$ cat config.mk
export PLATFORM = sky130hd
export DESIGN_NAME = pe_conv_mac_buffer_split
export DESIGN_NICKNAME = d
export VERILOG_FILES = /design/src/rtl/pe_conv_mac_buffer_split.sv
export SDC_FILE = /design/constraint.sdc
export NUM_CORES = 1
export LEC_CHECK = 0
export CAP_MARGIN = 20
export CORE_AREA = 8 8 196 198
export CTS_CLUSTER_DIAMETER = 50
export DETAILED_ROUTE_END_ITERATION = 8
export DIE_AREA = 0 0 204 206
export GPL_TIMING_DRIVEN = 0
export PLACE_DENSITY = 0.63
export SETUP_SLACK_MARGIN = 0.15
export SLEW_MARGIN = 10
export SYNTH_ARGS = -nofsm -noshare
export SYNTH_HDL_FRONTEND = slang
export SYNTH_SLANG_ARGS = --single-unit
$ cat constraint.sdc
create_clock -name clk -period 3.9 [get_ports clk]
set_input_delay 0.39 -clock clk [delete_from_list [all_inputs] [get_ports clk]]
set_output_delay 0.39 -clock clk [all_outputs]
set_load 0.03 [all_outputs]
$ cat src/rtl/pe_conv_mac_buffer_split.sv
// Slice serializer: takes one full-width channel word and emits it as
// NUM_SLICES consecutive pOUTPUT_PARALLEL-wide slices, least-significant first.
module pe_conv_mac_buffer_split #(
  parameter  int pDATA_WIDTH      = 8,
  parameter  int pOUT_CHANNEL     = 32,
  parameter  int pOUTPUT_PARALLEL = 32,
  localparam int NUM_SLICES       = pOUT_CHANNEL / pOUTPUT_PARALLEL,
  localparam int IDX_W            = (NUM_SLICES > 1) ? $clog2(NUM_SLICES) : 1
) (
  input  logic                                  clk,
  input  logic                                  rst_n,
  input  logic                                  clear,
  input  logic                                  in_valid,
  output logic                                  in_ready,
  input  logic [pDATA_WIDTH*pOUT_CHANNEL-1:0]     data_in,
  output logic                                  out_valid,
  input  logic                                  out_ready,
  output logic [pDATA_WIDTH*pOUTPUT_PARALLEL-1:0] data_out,
  output logic [IDX_W-1:0]                      out_idx,
  output logic                                  out_last,
  output logic                                  busy
);

  localparam int SLICE_W = pDATA_WIDTH * pOUTPUT_PARALLEL;

  generate
    if ((pOUT_CHANNEL % pOUTPUT_PARALLEL) != 0 || NUM_SLICES < 1) begin : g_bad_cfg
      $error("pOUT_CHANNEL must be a positive integer multiple of pOUTPUT_PARALLEL");
    end
  endgenerate

  typedef enum logic {IDLE, SEND} state_t;

  state_t                             state, state_next;
  logic [NUM_SLICES-1:0][SLICE_W-1:0] word_r;
  logic [IDX_W-1:0]                   idx_r, idx_next;
  logic                               at_last, in_fire, out_fire;

  assign at_last  = (idx_r == IDX_W'(NUM_SLICES - 1));
  assign in_fire  = in_valid && in_ready;
  assign out_fire = out_valid && out_ready;

  always_ff @(posedge clk or negedge rst_n) begin
    if (!rst_n) begin
      state <= IDLE;
      idx_r <= '0;
    end else begin
      state <= state_next;
      idx_r <= idx_next;
    end
  end

  always_ff @(posedge clk or negedge rst_n) begin
    if (!rst_n) begin
      word_r <= '0;
    end else if (in_fire) begin
      word_r <= data_in;
    end
  end

  // A new word loading on the final slice's handshake keeps SEND with no bubble.
  always_comb begin
    state_next = state;
    idx_next   = idx_r;
    if (clear) begin
      state_next = IDLE;
      idx_next   = '0;
    end else if (in_fire) begin
      state_next = SEND;
      idx_next   = '0;
    end else if (out_fire) begin
      if (at_last) begin
        state_next = IDLE;
        idx_next   = '0;
      end else begin
        idx_next = idx_r + IDX_W'(1);
      end
    end
  end

  always_comb begin
    out_valid = (state == SEND);
    busy      = (state == SEND);
    out_last  = (state == SEND) && at_last;
    out_idx   = idx_r;
    in_ready  = !clear && ((state == IDLE) || (out_ready && at_last));
  end

  generate
    if (NUM_SLICES == 1) begin : g_single
      assign data_out = word_r;
    end else begin : g_multi
      assign data_out = word_r[idx_r];
    end
  endgenerate

endmodule

# Word level (Yosys, flattened, before mapping)

Index checks and enable logic that the tools add are counted.

Bits of input ports: 261
Register bits after elaboration: 258
Word-level logic and storage cells: 24
Output and inout bits: 261

Reductions and logical operators: 9
Bitwise logic cells: 2
Equal/unequal tests: 1
Add/subtract/negate cells: 1
Mux-type cells: 8

Operator list:

| operator              | number |
|---|---|
| $mux W1               | 8 |
| $logic_and A1 B1 Y1   | 5 |
| $ne A3 B2 Y1 const B  | 1 |
| $reduce_bool A3 Y1    | 1 |
| $not A1 Y1            | 2 |
| $reduce_and A2 Y1     | 1 |
| $add A1 B1 Y1 const B | 1 |
| $logic_not A1 Y1      | 1 |
| $logic_or A1 B1 Y1    | 1 |

# Depth between registers and ports, before layout

Gate-level depths: netlist (run 1).

Depth after elaboration: 7
Gate-level depth with buffers: 5
Depth with buffers taken out: 3

# Least setup slack after synthesis (run 1)

OpenSTA, ideal clock, no wires.

Path kind: reg2reg
Start: register state, in the netlist busy
End: register word_r (netlist bit data_out[101])
Path buffers: 2
Cell stages (with the launch flop): 6
Data arrival time: 1.614 ns
Setup time: 0.125 ns
Clock period less this slack: 1.739 ns
Setup slack: 2.161 ns
Cell sequence: dfrtp_1 -> nor2b_2 -> nor3b_4 -> buf_4 -> buf_6 -> mux2_2

Longest elaborated chain between the ends: 4

Ends and longest elaborated chain:

| element                | line | RTL |
|---|---|---|
| from (decl)            | 34   | `state_t state, state_next;` |
| from (signal assigned) | 48   | `state <= state_next;` |
| $not A1 Y1             | 86   | `in_ready = !clear && ((state == IDLE) \|\| (out_ready && at_last));` |
| $logic_or A1 B1 Y1     | 86   |  |
| $logic_and A1 B1 Y1    | 86   |  |
| $logic_and A1 B1 Y1    | 40   | `assign in_fire = in_valid && in_ready;` |
| to (signal assigned)   | 57   | `word_r <= data_in;` |
| to (decl)              | 35   | `logic [NUM_SLICES-1:0][SLICE_W-1:0] word_r;` |

Every way passes these cells.
A chain may end at the register's enable or synchronous reset.

# Final worst setup path (run 1)

Start: register state, in the netlist busy
End: output in_ready

Longest elaborated chain between the ends: 3

Ends and longest elaborated chain:

| element             | line | RTL |
|---|---|---|
| $not A1 Y1          | 86   |  |
| $logic_or A1 B1 Y1  | 86   |  |
| $logic_and A1 B1 Y1 | 86   |  |
| to (decl)           | 14   | `output logic in_ready,` |

Every way passes these cells.

==> flow_summary.ini, run 1 <==
[yosys]
syn_inst = 550
yosys.area.top_type = dfrtp_1
synth_area_leaders = dfrtp_1 67%, mux2_2 26%, mux2_1 3.9%, buf_6 1.6%, buf_4 1.2%
ys_ff_latch = 257
ys_types = 10
netlist_area_um2 = 9640
muxShareOfSynthArea_pct = 29.9
yosysWarnings = 0
synth_top_family_by_area = multiplexers
synth_seq_area_share_pct = 66.7
synth_compound_area_share_pct = 0
synth_xor_area_share_pct = 0
syn-num-nets = 811
synth_simple_gate_area_share_pct = 0.402
avgSynthCellArea_um2 = 17.5
synthAdderAreaFrac_pct = 0
yosysTopAreaCellShare_pct = 66.7

[timing]
finalCritPeriodShare_pct = 59.7
setup_viol = 0
hold_viol_final = 0
fin_worst_skew_ns = 0.0147
grt_setup_unrepaired = false
slew_violations = 0
relSlewSlack_pct = 64.7
period_needed_ns = 2.33
fmax_mhz = 430
worst_pin_slew_ns = 0.529

[finish]
area_growth_pct = 73.4
final_nets = 1371
drive_above_1_share_pct = 28.1
final_cell_area_um2 = 16700

[grt]
grt_pass1_wl_um = 49300
grt-ovfl-total = 0
grtUsageTotal_pct = 15.3
antenna_found_initial = 1
grt_start_max_net_pins = 103
grt_pass1_vias = 7697

[hold_path]
hold_class = in2async

[setup_path]
crit_path_end_kind = output pin
cp_top_family = buffers and inverters
reg2reg_from = busy
cp-endpoint = in_ready
cpPeakStageDelay_ns = 0.70
cp_max_fo = 4
reg2reg_slack_ns = 1.98
rr_worst_depth = 5
worst_r2r_endpoint = data_out[165]
crit_buf_inv = 1
path_depth = 3
start_kind = flip-flop
required_ns = 3.51
startpoint = busy
crit_path_top_delay_cell = clkdlybuf4s50_1
worst_ep_arrival_time_ns = 1.94
crit_chain = nor2b_2, nor2_1, clkdlybuf4s50_1
crit_type = reg2out

[outcome]
outcome = complete, no violations

[power_and_ir_drop]
p_leak_nw = 6.84
powerDensity_nw_per_um2 = 569
fin_total_pwr_mw = 9.51
irDropWorstVdd_mv = 0.376

[routing]
drt_iter0_drc = 133
drt_pre_antenna_iters = 4
ant_nets = 0
vias = 6765
vias_per_cell = 4.24
route.detailed.drc = 0
wl_um = 33200
drt-wirelength-per-cell_um = 20.8

[clocking]
path_clk_slew_ns = 0.06
cts_max_level = 2
cts-resized-gates = 0
cts_tree = yes
cts_sinks = 257
holdBufCountCts = 1
cts-root-buf = clkbuf_16
insertion_delay_ns = 0.51
postCtsSetupBuffers = 0
cts_made_buffers = 35
cts_buffer_depth = 3

[floorplan]
num_rows = 69
initial_core_util_pct = 27.4
die_y_um = 206
die_x_um = 204
ios = 522
core_um2 = 35200
dieArea_um2 = 42000

[placed_design]
dpl-instance-area_um2 = 15500
hpwl_um = 26000
place_congestion = 0.747
port_buffers = 520

[run]
max_cap_viol_count = 0
[layer usage]
layer | share of wire [%] | vias up | GRT usage (%)
met5 | 0 | - | 0
met2 | 50 | 320 | 26.6
met1 | 37 | 3333 | 16.3
met3 | 11 | 44 | 7.05
li1 | - | 3068 | -
met4 | 2.1 | 0 | 4.53
[power breakdown]
group	total [mW]	leakage, nW	switching, mW	internal (mW)
Combinational	2.87	3.22	1.50	1.37
Clock	3.28	0.596	1.21	2.07
Sequential	3.36	3.02	0.231	3.12
Total	9.51	6.84	2.95	6.56
[through the flow]
stage	instances	hold WS, ns	util, %	setup TNS, ns	setup slack, ns
CTS	1595	0.443	47.4	0	1.51
finish	1596	0.438	47.4	0	1.57
global placement	1531	0.467	43.8	-2350.88	-9.19
detailed placement	1533	0.374	44.0	0	1.58
floorplan	550	0.0944	-	0	2.16
global route	1596	0.464	47.4	0	1.47
[synth_stat cells]
master and count:
buf_4 16, nor2b_2 1, conb_1 1, mux2_2 223, nor3b_4 1, buf_6 14
dfrtp_1 257, mux2_1 33, nor2_1 3, buf_2 1
[final cells by class]
cell class                 count  area [um2]
antenna                        1        2.50
clock inverter                16         191
clock buffer                  45        1030
timing repair buffer         523        5280
buffer                        31         283
sequential                   257        6430
multi-input combinational    262        2930
tap                          461         577
fill                        3171       18500
[cells in the final DEF, fill, tap and decap left out, types with 2 or more instances in the layout]
cell type	instances
clkdlybuf4s50_1	519
dfrtp_1	257
mux2_2	223
clkbuf_16	37
mux2_1	33
buf_4	16
buf_6	14
clkbuf_8	7
clkinv_2	5
nor2_1	3
bufinv_16	3
clkinvlp_4	3
clkinv_4	2
buf_16	2
[kinds of logic (layout without fill, tap and decap cells)]
group / count (synthesis) / in the layout
AND/OR/NAND/NOR: 5 / 5
multiplexers: 256 / 256
buffers and inverters: 31 / 615
flip-flops: 257 / 257
other: 1 / 2
[registers in the layout (all words and copies together) (netlist names)]
register and cells:
data_out 256, busy 1
[how the worst min path moves through the flow]
stage                    endpoint  depth (start not counted)  slack (ns)         from
floorplan                    busy                          0        0.09        rst_n
global placement      data_out[7]                          1        0.47  data_out[7]
detailed placement  data_out[137]                          1        0.37        rst_n
CTS                 data_out[137]                          2        0.44        rst_n
global route        data_out[137]                          2        0.46        rst_n
finish              data_out[137]                          2        0.44        rst_n
Power figures use the tool's default switching activity.
==> inputs of run 2 (changes only) <==
Settings changed: PLACE_DENSITY 0.63 to 0.65.
Clock period 3.9 ns to 2.1 ns, I/O delays scaled along.
==> run 2 against run 1 <==
Net effect: clock power up 59%; clock skew down 0.0036 ns; sequential power up 86%; cell area down 1.0%; routed wire length down 0.84%; utilization down 0.49 points; count of clock-buffer cells in the layout down 1; power up 77%.
==> flow_summary.ini, run 2 (same netlist as run 1, synthesis figures left out) <==
[outcome]
outcome = complete, no violations

[grt]
grt_pass1_vias = 7685
grt_start_max_net_pins = 104
grtUsageTotal_pct = 15.0
grt-ovfl-total = 0
antenna_found_initial = 0
grt_pass1_wl_um = 48600

[setup_path]
cpPeakStageDelay_ns = 0.72
worst_r2r_endpoint = data_out[50]
crit_buf_inv = 1
crit_chain = clkdlybuf4s50_1
start_kind = flip-flop
crit_type = reg2out
cp_max_fo = 2
startpoint = data_out[18]
crit_path_end_kind = output pin
reg2reg_from = busy
required_ns = 1.89
crit_path_top_delay_cell = clkdlybuf4s50_1
cp_top_family = buffers and inverters
rr_worst_depth = 6
worst_ep_arrival_time_ns = 1.66
reg2reg_slack_ns = 0.24

[finish]
fillerInstances = 3155
mostFrequentLayoutCell = clkdlybuf4s50_1
multi_input_area_um2 = 2930
final_cell_area_um2 = 16500
final_nets = 1368
mostFrequentLayoutCells = 516 x clkdlybuf4s50_1, 257 x dfrtp_1, 223 x mux2_2, 33 x mux2_1, 31 x clkbuf_16
diodes = 0
regArea_um2 = 6430
drive_above_1_share_pct = 27.5
area_growth_pct = 71.6
largest_reg_flops = 256

[power_and_ir_drop]
irDropWorstVdd_mv = 0.760
fin_total_pwr_mw = 16.8
powerDensity_nw_per_um2 = 1010
p_leak_nw = 6.77

[floorplan]
die_x_um = 204
core_um2 = 35200
die_y_um = 206
dieArea_um2 = 42000
initial_core_util_pct = 27.4
num_rows = 69
ios = 522

[timing]
worst_pin_slew_ns = 0.575
relSlewSlack_pct = 61.6
finalCritPeriodShare_pct = 89.3
setup_viol = 0
grt_setup_unrepaired = false
fin_hold_ws_ns = 0.200
slew_violations = 0
fin_worst_skew_ns = 0.0112
period_needed_ns = 1.87
fmax_mhz = 533
hold_viol_final = 0
postLayoutSetupSlackWorst_ns = 0.225
setup_tns_ns = 0

[clocking]
cts-root-buf = clkbuf_16
cts_buffer_depth = 3
cts_sinks = 257
cts_max_level = 1
path_clk_slew_ns = 0.06
insertion_delay_ns = 0.54
cts_made_buffers = 31
cts_tree = yes

[run]
max_cap_viol_count = 0

[routing]
ant_nets = 0
vias_per_cell = 4.27
wl_um = 32900
drt_iter0_drc = 155
drt_pre_antenna_iters = 4
vias = 6797
route.detailed.drc = 0
drt-wirelength-per-cell_um = 20.7

[placed_design]
port_buffers = 520
place_congestion = 0.726
hpwl_um = 26000
dp_slack_ns = -0.154
dpl-instance-area_um2 = 15500

[hold_path]
hold_class = in2async
run 2: cell types whose count changed in the layout (fill, tap and decap cells not counted), moves of 3 or more:
cell	before	now
clkbuf_16	37	31
clkdlybuf4s50_1	519	516
dlygate4sd2_1	0	3
buf_4	16	13
clkbuf_1	1	5
run 2: worst max path at each step:
stage	to	slack, ns	cells after the start
after floorplan	data_out[101]	0.36	5
after global routing	data_out[85]	0.15	6
final	data_out[18]	0.23	1
after global placement	data_out[175]	-10.71	1
after CTS	data_out[15]	0.16	6
after detailed placement	data_out[169]	-0.15	6
run 2: repair_timing:
action	CTS	global route
buffers inserted	1	0
setup endpoints to repair	204	130
hold buffers	1	0
resized for setup	6	2
pin swaps	1	0
hold endpoints to repair	59	0
run 2: final cells by class:
class | instances | area share [%]
clock buffer | 44 | 5.47
buffer | 31 | 1.80
sequential | 257 | 38.9
multi-input combinational | 262 | 17.7
clock inverter | 11 | 0.636
timing repair buffer | 524 | 32.0
tap | 461 | 3.49
run 2: power by group:
| part | total [mW] | internal (mW) | switching (mW) |
|---|---|---|---|
| sequential | 6.25 | 5.80 | 0.447 |
| combinational | 5.33 | 2.54 | 2.79 |
| clock | 5.20 | 3.12 | 2.08 |
run 2: through the flow:
stage	instances	util [%]
floorplan	550	-
global placement	1531	43.8
detailed placement	1533	44.0
CTS	1590	46.9
global route	1590	46.9
finish	1590	46.9
run 2: metal layers:
layer | part of all wire, % | global-route usage, %
met5 | 0 | 0
met4 | 2.3 | 3.65
met3 | 11 | 6.94
met2 | 51 | 26.5
met1 | 36 | 16.1
==> inputs of run 3 (changes only) <==
Settings changed: GPL_TIMING_DRIVEN 0 to default.
==> run 3 against run 2 <==
Net effect: critical path depth grew 2; die area is the same; register-to-register slack gained 0.03 ns; worst hold slack gained 0.066 ns; combinational power is essentially flat; power grew 3.2%; setup slack gained 0.031 ns; routed wire length shrank 1.9%; non-clock buffer count shrank 5; flip-flop and latch count is the same; clock power grew 10%; largest cell class unchanged.
==> flow_summary.ini, run 3 (same netlist as run 1, synthesis figures left out) <==
[grt]
grt_start_max_net_pins = 64
grt-ovfl-total = 0
grt_pass1_vias = 7755
grt_pass1_wl_um = 48200
antenna_found_initial = 0
grtUsageTotal_pct = 14.7

[setup_path]
crit_type = reg2out
crit_path_end_kind = output pin
worst_ep_arrival_time_ns = 1.63
start_kind = flip-flop
required_ns = 1.89
reg2reg_slack_ns = 0.27
cp_max_fo = 4

[power_and_ir_drop]
irDropWorstVdd_mv = 0.918
p_leak_nw = 6.80
powerDensity_nw_per_um2 = 1040
fin_total_pwr_mw = 17.3

[hold_path]
hold_class = in2async

[routing]
route.detailed.drc = 0
vias = 6746
wl_um = 32300
ant_nets = 0
drt-wirelength-per-cell_um = 20.3
drt_pre_antenna_iters = 4
vias_per_cell = 4.24
drt_iter0_drc = 111

[clocking]
path_clk_slew_ns = 0.06
cts_tree = yes
cts-root-buf = clkbuf_16
insertion_delay_ns = 0.50
cts_sinks = 257
postCtsSetupBuffers = 0
cts_made_buffers = 34
cts_buffer_depth = 3
cts_max_level = 2

[timing]
setup_tns_ns = 0
grt_setup_unrepaired = false
relSlewSlack_pct = 64.4
setup_viol = 0
fin_worst_skew_ns = 0.0124
finalCritPeriodShare_pct = 87.8
fmax_mhz = 542
worst_pin_slew_ns = 0.534
period_needed_ns = 1.84
hold_viol_final = 0
slew_violations = 0

[placed_design]
place_congestion = 0.764
hpwl_um = 25500
port_buffers = 520

[floorplan]
initial_core_util_pct = 27.4
num_rows = 69
die_x_um = 204
dieArea_um2 = 42000
ios = 522
die_y_um = 206
core_um2 = 35200

[outcome]
outcome = complete, no violations

[finish]
drive_above_1_share_pct = 27.3
largest_reg_flops = 256
regArea_um2 = 6430
fillerInstances = 3114
mostFrequentLayoutCell = clkdlybuf4s50_1
diodes = 0
mostFrequentLayoutCells = 518 x clkdlybuf4s50_1, 257 x dfrtp_1, 223 x mux2_2, 37 x clkbuf_16, 33 x mux2_1
area_growth_pct = 72.9
final_nets = 1366
multi_input_area_um2 = 2930

[run]
max_cap_viol_count = 0
==> run 3: layout make-up <==
cell class	instances	share of cell area, %
sequential	257	38.6
clock buffer	50	6.21
tap	461	3.46
timing repair buffer	550	33.5
clock inverter	11	0.668
multi-input combinational	262	17.6
==> run 3: stage by stage <==
step / util [%] / worst slack (ns) / area (um2) / hold WS [ns] / std cells
floorplan: - / 0.361 / 9640 / -0.0856 / 550
global placement: 44.0 / 0.0813 / 15500 / 0.199 / 1529
finish: 47.3 / 0.256 / 16700 / 0.266 / 1591
CTS: 47.3 / 0.221 / 16700 / 0.273 / 1591
global route: 47.3 / 0.198 / 16700 / 0.293 / 1591
detailed placement: 44.0 / 0.0742 / 15500 / 0.208 / 1529
==> run 3: critical path, stage by stage (launching register included) <==
cell and delay, ns:
dfrtp_1 0.41, nor2b_2 0.19, nor2_1 0.12, dlygate4sd2_1 0.43
==> run 3: final timing paths <==
path                               from       endpoint  depth (start not counted)
min reg2reg                data_out[99]   data_out[99]                          1
min in group clk           data_in[249]  data_out[249]                          2
max in group asynchronous         rst_n    data_out[7]                          3
max reg2reg                        busy  data_out[121]                          5
min                               rst_n   data_out[29]                          2
max                                busy       in_ready                          3
==> run 3: per-layer routing <==
layer  up-vias  global-route usage (%)  routed length, um
met4         0                    3.73                544
li1       3058                       -                  -
met2       323                    26.0              16300
met5         -                       0                  0
met3        36                    7.12               3690
met1      3329                    15.6              11800
==> run 3: where the power goes <==
group / total [mW] / switching (mW) / internal (mW) / leakage, nW
Combinational: 5.32 / 2.78 / 2.55 / 3.22
Clock: 5.74 / 2.17 / 3.58 / 0.561
Sequential: 6.25 / 0.444 / 5.80 / 3.02
==> run 3: what timing repair did <==
item / CTS / global route
setup endpoints to repair: 1 / 0
resized for setup: 1 / 0
hold buffers: 1 / 0
hold endpoints to repair: 55 / 0
==> variant (settings of run 3) <==
Set the parameter `pOUTPUT_PARALLEL` to 16 (it was 32).
--- a/src/rtl/pe_conv_mac_buffer_split.sv
+++ b/src/rtl/pe_conv_mac_buffer_split.sv
@@ -3,7 +3,7 @@
 module pe_conv_mac_buffer_split #(
   parameter  int pDATA_WIDTH      = 8,
   parameter  int pOUT_CHANNEL     = 32,
-  parameter  int pOUTPUT_PARALLEL = 32,
+  parameter  int pOUTPUT_PARALLEL = 16,
   localparam int NUM_SLICES       = pOUT_CHANNEL / pOUTPUT_PARALLEL,
   localparam int IDX_W            = (NUM_SLICES > 1) ? $clog2(NUM_SLICES) : 1
 ) (
Interface: changed (resized data_out); port bits go from 522 to 394. No check against the original RTL was run, so the function may have changed too.
==> variant against run 3 <==
Synthesized cell count is 27% higher. Critical path depth is 1 higher. Worst setup slack worse by 0.24 ns. Count of clock-buffer cells in the layout is 4 lower. Area after synthesis is 15% higher. Cell area is 15% higher. Maximum frequency is 11% lower. Routed wire length is 13% higher. Clock power is 3% higher. Combinational power is 9.8% higher. First-iteration DRC count is 34% higher. Power is 5.3% higher. Sequential cell count is 1 higher.
==> variant: results (changes against run 3) <==
<table>
<tr><th>Metric</th><th>Value</th></tr>
<tr><th colspan="2">Power</th></tr>
<tr><td>Clock Power Share</td><td>32.4% (was 33.2%)</td></tr>
<tr><td>Sum of internal, switching and leakage power</td><td>18.2 mW (was 17.3 mW)</td></tr>
<tr><td>Switching portion of total power</td><td>28.5% (was 31.1%)</td></tr>
<tr><th colspan="2">GRT</th></tr>
<tr><td>Met1 usage</td><td>18.1% (was 15.6%)</td></tr>
<tr><td>GRT met2 Usage</td><td>26.2% (was 26.0%)</td></tr>
<tr><td>First-pass GRT wire length</td><td>50.4 mm (was 48.2 mm)</td></tr>
<tr><td>Number of antenna violations at the first check in global routing</td><td>1 (was 0)</td></tr>
<tr><td>Total Routing Usage GR</td><td>15.2% (was 14.7%)</td></tr>
<tr><th colspan="2">Worst setup path</th></tr>
<tr><td>Worst-case reg-to-reg path depth</td><td>8 (was 5)</td></tr>
<tr><td>Worst setup path endpoint</td><td>data_out[110] (was in_ready)</td></tr>
<tr><td>Worst reg2reg endpoint</td><td>word_r[243] (was data_out[121])</td></tr>
<tr><td>Crit. Startpoint</td><td>out_idx (was busy)</td></tr>
<tr><td>Worst R2R Start</td><td>out_idx (was busy)</td></tr>
<tr><th colspan="2">Detailed routing</th></tr>
<tr><td>Total met2 wirelength after detailed routing</td><td>18.0 mm (was 16.3 mm)</td></tr>
<tr><td>Drt initial violations</td><td>149 (was 111)</td></tr>
<tr><td>Total length of routed met3 wires</td><td>2.53 mm (was 3.69 mm)</td></tr>
<tr><td>Post-DR vias/cell</td><td>4.59 (was 4.24)</td></tr>
<tr><th colspan="2">Place</th></tr>
<tr><td>Last weighted congestion value of the routability-driven placer</td><td>0.760 (was 0.764)</td></tr>
<tr><td>Worst slack at placement</td><td>-0.00163 ns (was 0.0742 ns)</td></tr>
<tr><td>I/O Buffers</td><td>393 (was 520)</td></tr>
<tr><th colspan="2">Synth</th></tr>
<tr><td>Cells taking the most area after synthesis</td><td>sky130_fd_sc_hd__dfrtp_1 58%, sky130_fd_sc_hd__mux2_1 24%, sky130_fd_sc_hd__mux2_2 15% (was sky130_fd_sc_hd__dfrtp_1 67%, sky130_fd_sc_hd__mux2_2 26%, sky130_fd_sc_hd__mux2_1 3.9%)</td></tr>
<tr><th colspan="2">Timing</th></tr>
<tr><td>Least setup slack across all paths after layout</td><td>0.0178 ns (was 0.256 ns)</td></tr>
<tr><td>Final hold slack</td><td>0.187 ns (was 0.266 ns)</td></tr>
<tr><th colspan="2">Run status</th></tr>
<tr><td>Result of the run</td><td>finished, final reports clean (unchanged)</td></tr>
<tr><th colspan="2">CTS</th></tr>
<tr><td>Number of resized instances in the post-cts repair step</td><td>816 (was 1)</td></tr>
<tr><th colspan="2">Cells and area</th></tr>
<tr><td>NumNets Final</td><td>1436 (was 1366)</td></tr>
<tr><td>Fillers</td><td>2863 (was 3114)</td></tr>
</table>
-- variant: cell type report --
cell class / count / area, um2 / share of cell area (%)
Antenna cell: 3 / 7.51 / 0.0391
Clock buffer: 46 / 1000 / 5.21
Clock inverter: 12 / 155 / 0.809
Multi-Input combinational cell: 394 / 5380 / 28.1
Sequential cell: 258 / 6460 / 33.7
Tap cell: 461 / 577 / 3.01
Timing Repair Buffer: 486 / 5600 / 29.2
-- variant: logic make-up (layout without fill, tap and decap cells) --
| logic type | after synthesis | in the layout |
|---|---|---|
| AO/OA/AOI/OAI | 2 | 2 |
| buffers and inverters | 44 | 544 |
| flip-flops | 258 | 258 |
| multiplexers | 385 | 385 |
| other | 0 | 3 |
| AND/OR/NAND/NOR | 7 | 7 |
-- variant: through the flow --
stage,instance area (um2),std cells,TNS (ns)
after global routing,19200,1658,-0.873
final,19200,1660,0
after CTS,17400,1624,-0.154
after floorplan,11100,696,0
after detailed placement,15900,1551,-0.00163
after global placement,15900,1551,0
